==> config.mk <==
export PLATFORM = sky130hd
export DESIGN_NAME = bit_debounce_strobe
export DESIGN_NICKNAME = d
export VERILOG_FILES = /design/src/rtl/bit_debounce_strobe.sv
export SDC_FILE = /design/constraint.sdc
export NUM_CORES = 1
export LEC_CHECK = 0
export CORE_AREA = 5 5 42 44
export CTS_CLUSTER_SIZE = 12
export DETAILED_ROUTE_END_ITERATION = 16
export DIE_AREA = 0 0 47 49
export DONT_BUFFER_PORTS = 1
export GPL_TIMING_DRIVEN = 0
export PLACE_DENSITY = 0.66
export SYNTH_ARGS = -nofsm -noshare
export SYNTH_HDL_FRONTEND = slang
export SYNTH_SLANG_ARGS = --single-unit
==> constraint.sdc <==
create_clock -name clk -period 2.4 [get_ports clk]
set_input_delay 0.24 -clock clk [delete_from_list [all_inputs] [get_ports clk]]
set_output_delay 0.24 -clock clk [all_outputs]
set_load 0.05 [all_outputs]
==> src/rtl/bit_debounce_strobe.sv <==
// Synchronises and debounces one raw level; emits the clean level plus one-cycle
// change strobes (en/rise/fall) for an enable-gated downstream flop.
//
// state  | meaning
// STABLE | q_out matches sync_out, or a mismatch has not yet been seen
// COUNT  | sync_out differs from q_out; counting consecutive differing cycles
module bit_debounce_strobe #(
  parameter int   SYNC_STAGES = 2,
  parameter int   DEBOUNCE    = 16,
  parameter int   CNT_W       = 8,
  parameter logic RESET_VAL   = 1'b0
) (
  input  logic clk,
  input  logic rst,
  input  logic raw_in,
  input  logic hold,
  output logic q_out,
  output logic en_out,
  output logic rise_out,
  output logic fall_out,
  output logic busy
);

  if (SYNC_STAGES < 2 || SYNC_STAGES > 4) begin : g_bad_sync
    $error("bit_debounce_strobe: SYNC_STAGES must be 2..4");
  end
  if (DEBOUNCE < 1 || DEBOUNCE > (1 << CNT_W) - 1) begin : g_bad_debounce
    $error("bit_debounce_strobe: DEBOUNCE must be 1..2^CNT_W-1");
  end

  localparam logic [CNT_W-1:0] CNT_LAST = CNT_W'(DEBOUNCE - 1);

  typedef enum logic {STABLE = 1'b0, COUNT = 1'b1} state_t;

  state_t                 state, state_nxt;
  logic [CNT_W-1:0]       cnt, cnt_nxt;
  logic [SYNC_STAGES-1:0] sync_q;
  logic                   sync_out;
  logic                   q_nxt, en_nxt, rise_nxt, fall_nxt;
  logic                   accept;

  always_ff @(posedge clk or negedge rst) begin
    if (!rst) begin
      sync_q <= {SYNC_STAGES{RESET_VAL}};
    end else begin
      sync_q <= {sync_q[SYNC_STAGES-2:0], raw_in};
    end
  end

  assign sync_out = sync_q[SYNC_STAGES-1];

  always_ff @(posedge clk or negedge rst) begin
    if (!rst) begin
      state    <= STABLE;
      cnt      <= '0;
      q_out    <= RESET_VAL;
      en_out   <= 1'b0;
      rise_out <= 1'b0;
      fall_out <= 1'b0;
    end else begin
      state    <= state_nxt;
      cnt      <= cnt_nxt;
      q_out    <= q_nxt;
      en_out   <= en_nxt;
      rise_out <= rise_nxt;
      fall_out <= fall_nxt;
    end
  end

  always_comb begin
    state_nxt = state;
    cnt_nxt   = cnt;
    q_nxt     = q_out;
    en_nxt    = 1'b0;
    rise_nxt  = 1'b0;
    fall_nxt  = 1'b0;
    accept    = 1'b0;

    if (hold) begin
      // Freeze discards any partial count so the full window restarts afterwards.
      state_nxt = STABLE;
      cnt_nxt   = '0;
    end else begin
      case (state)
        STABLE: begin
          if (sync_out != q_out) begin
            if (DEBOUNCE == 1) begin
              accept = 1'b1;
            end else begin
              state_nxt = COUNT;
              cnt_nxt   = CNT_W'(1);
            end
          end else begin
            cnt_nxt = '0;
          end
        end
        COUNT: begin
          if (sync_out == q_out) begin
            state_nxt = STABLE;
            cnt_nxt   = '0;
          end else if (cnt == CNT_LAST) begin
            accept = 1'b1;
          end else begin
            cnt_nxt = cnt + CNT_W'(1);
          end
        end
        default: begin
          state_nxt = STABLE;
          cnt_nxt   = '0;
        end
      endcase
    end

    if (accept) begin
      q_nxt     = sync_out;
      en_nxt    = 1'b1;
      rise_nxt  = sync_out;
      fall_nxt  = ~sync_out;
      state_nxt = STABLE;
      cnt_nxt   = '0;
    end
  end

  assign busy = (state == COUNT);

endmodule

# After elaboration in Yosys (flattened, before gate mapping)
# Cells that the tools add are included.
# totals
regBits,15
input_bits,4
out_inout_bits,5
word_cells,32
# classes
addsub,1
eq_ne,4
muxes,18
bitwise,2
# op_table
cell,count
$mux W8,4
$pmux W8 S2,1
$mux W1,12
$add A8 B1 Y8 const B,1
$eq A8 B4 Y1 const B,1
$ne A5 B5 Y1 const B,1
$not A1 Y1,2
$pmux W1 S2,1
$eq A1 B1 Y1,1
$ne A1 B1 Y1,1

# Logic depth before layout (Yosys ltp)
# logic_depth
word_depth,6
depth_mapped,4
depth_no_buf,4

# Worst setup path after synthesis
# No wires, ideal clock.
# synth_timing
path_kind,register -> register
start,register q_out
end,register q_out
setup_time_ns,0.125
arrival_ns,1.357
required_ns,2.275
setup_slack_ns,0.918
path_stages_with_launch,4
synth_period_minus_slack_ns,1.482
path_cell_list,dfrtp_1 > xor2_2 > nand4b_2 > mux2_4
# synth_between
elab_chain_len,4
# synth_lines
element,line,text
start: declaration,17,"output logic q_out,"
start signal: assignment,63,q_out <= q_nxt;
$eq A1 B1 Y1,98,if (sync_out == q_out) begin
$mux W1,98,
$mux W1,84,case (state)
$mux W1,79,if (hold) begin
# Every way passes these cells.
# A chain may end at the register's enable or synchronous reset.

# Worst setup path in the final report
# layout_timing
start,"register state, in the netlist busy"
end,register q_out
# layout_between
elab_chain_len,2
# layout_lines
element,line,text
start: declaration,35,"state_t state, state_nxt;"
start signal: assignment,61,state <= state_nxt;
$mux W1,84,
$mux W1,79,
# Every way passes these cells.

==> reports/qor.yml <==
status: "complete, no violations"
grt_overflow: 0
nets: 69
cap_viol_max_count: 0
setup_viol: 0
numCtsBuffers: 3
final_cell_mix: "15 x dfrtp_1, 5 x a21oi_1, 4 x inv_1, 4 x or3_1"
num_rows: 14
antenna_found_initial: 0
critPathLaunchType: "flip-flop"
drt-total-wl_mm: 1.08
synth_area_per_cell_um2: 11.8
yosysUniqueCellTypes: 25
critPathArrivalTime_ns: 1.77
rsz0062_at_grt: "false"
cp.required_ns: 2.57
die_x_um: 47
core_area_um2: 1400
grtUsageTotal_pct: 11.7
synth_area_leader_cell: "dfrtp_1"
syn_area_um2: 671
cts_buffer_depth: 2
ir_drop_mv: 0.462
yosysSeqAreaShare_pct: 56.0
fin_crit_sh_pct: 66.9
grt_start_max_net_pins: 16
clock.fmax_mhz: 623
relSlewSlack_pct: 57.8
ys_ff_latch: 15
synth_top_area_share_pct: 56.0
areaGrowthSynthToFinish_pct: 9.89
layout-drive-gt1-share_pct: 15.9
port_buffers: 0
path_clk_slew_ns: 0.09
io_pins: 9
gp_congestion: 0.802
tns_ns: 0
skew_ns: 0.00570
grt_pass1_wl_mm: 1.90
grt_pass1_vias: 425
dr.pass1.iters: 4
clk_latency_ns: 0.28
crit_path_max_fanout: 4
endpoint_kind: "flip-flop"
root_buffer: "clkbuf_4"
ant_nets: 0
num_vias: 431
num_antenna_cells: 0
dp.cells: 73
hp-class: "input pin to flip-flop"
synth_area_leaders: "dfrtp_1 56%, a21oi_1 3.7%, or3_1 3.7%, nor4_4 3.2%, xor2_2 2.4%"
mostFrequentLayoutCell: "dfrtp_1"
drt_iter0_markers: 10
die-area_um2: 2300
stdcell_count: 79
fp.dieH_um: 49
worst_slew_pin_slew_ns: 0.632
final_max_slew_viol_count: 0
dpl_worst_slack_ns: 0.832
cts_sinks: 15
hold_viol: 0
critical_path_class: "flip-flop to flip-flop"
p_leak_uw: 0.000318
power_density_nw_per_um2: 568
drc: 0
wl_per_cell_um: 13.7
syn_inst: 57
syn_nets: 62
cts_max_level: 1
setup_slack_ns: 0.794
fin_crit_ns: 1.61
dp_hpwl_um: 784
cts_tree: "built"
viasPerCell: 5.46
start_util_pct: 47.9
yosysWarnings: 0
[kinds of logic after synthesis]
family	synth area share (%)
simple gates	22.6
mux	2.24
xor+xnor	3.73
compound gates	11.4
fa+ha+maj	1.87
buf+inv	2.24
flops	56.0
[layer usage]
layer	vias to the layer above	part of all wire (%)	global-route usage, %
met4	0	3.7	9.68
met2	8	46	15.2
met3	5	4.4	2.58
met1	203	45	16.0
li1	215	-	-
met5	-	0	0
[critical path: stages, from the launching register on]
cell and delay (ns):
dfrtp_1 0.67, nor2b_1 0.30, nand4b_2 0.19, mux2_4 0.33
[worst paths after layout]
check	startpoint	end	slack (ns)	cells past startpoint
worst max-delay path	busy$_DFF_PN0_	q_out$_DFFE_PN0N_	0.79	3
worst min-delay path	hold	busy$_DFF_PN0_	0.13	2
worst max register to register	busy$_DFF_PN0_	q_out$_DFFE_PN0N_	0.79	3
worst min register to register	sync_q[0]$_DFF_PN0_	sync_q[1]$_DFF_PN0_	0.36	0
max in group asynchronous	rst	rise_out$_DFF_PN0_	1.58	1
min in group asynchronous	rst	busy$_DFF_PN0_	0.41	1
[report_power, final]
part	internal [uW]	leakage (uW)	switching [uW]
registers	256	0.000203	6.83
clock network	64.6	0.0000150	77.3
logic	5.35	0.000100	8.45
total	326	0.000318	92.6
[flip-flops by register name (all words and copies together), names as in the netlist]
register / flops
cnt: 8
sync_q: 2
busy: 1
en_out: 1
fall_out: 1
q_out: 1
rise_out: 1
[cells in the mapped netlist]
cell type and n:
or3_1 4, nand4_1 2, nor2b_1 1, dfrtp_1 15, nand2_1 3, or4_1 1
nand2b_1 2, nor3b_1 1, a221o_1 1, nand3_1 1, ha_1 1, xor2_2 1
a31oi_1 1, o21bai_1 1, inv_1 4, nand3_2 1, o21ai_0 3, nor2_1 3
nand4b_2 1, a21oi_1 5, xnor2_1 1, a211oi_2 1, nor2_2 1, mux2_4 1
nor4_4 1
[metrics by stage]
step	utilization [%]	cell area [um2]	total power [uW]	hold WS, ns
floorplan	-	671	273	-0.0556
global placement	49.3	691	275	-0.0553
detailed placement	49.3	691	275	-0.0553
CTS	52.6	737	420	0.127
global route	52.6	737	440	0.130
finish	52.6	737	419	0.127
[layout make-up]
type	count	area (um2)
Inverter	4	15.0
Multi-Input combinational cell	38	280
Clock buffer	4	26.3
Sequential cell	15	375
Timing Repair Buffer	2	20.0
Tap cell	16	20.0
Fill cell	130	664
[timing repair]
item / 4_1_cts / 5_1_grt
hold endpoints to repair: 16 / 0
hold buffers: 2 / 0
buffers inserted: 0 / 0
endpoints found under the setup margin: 0 / 0
gates resized for setup: 0 / 0
Power figures use the tool's default switching activity.
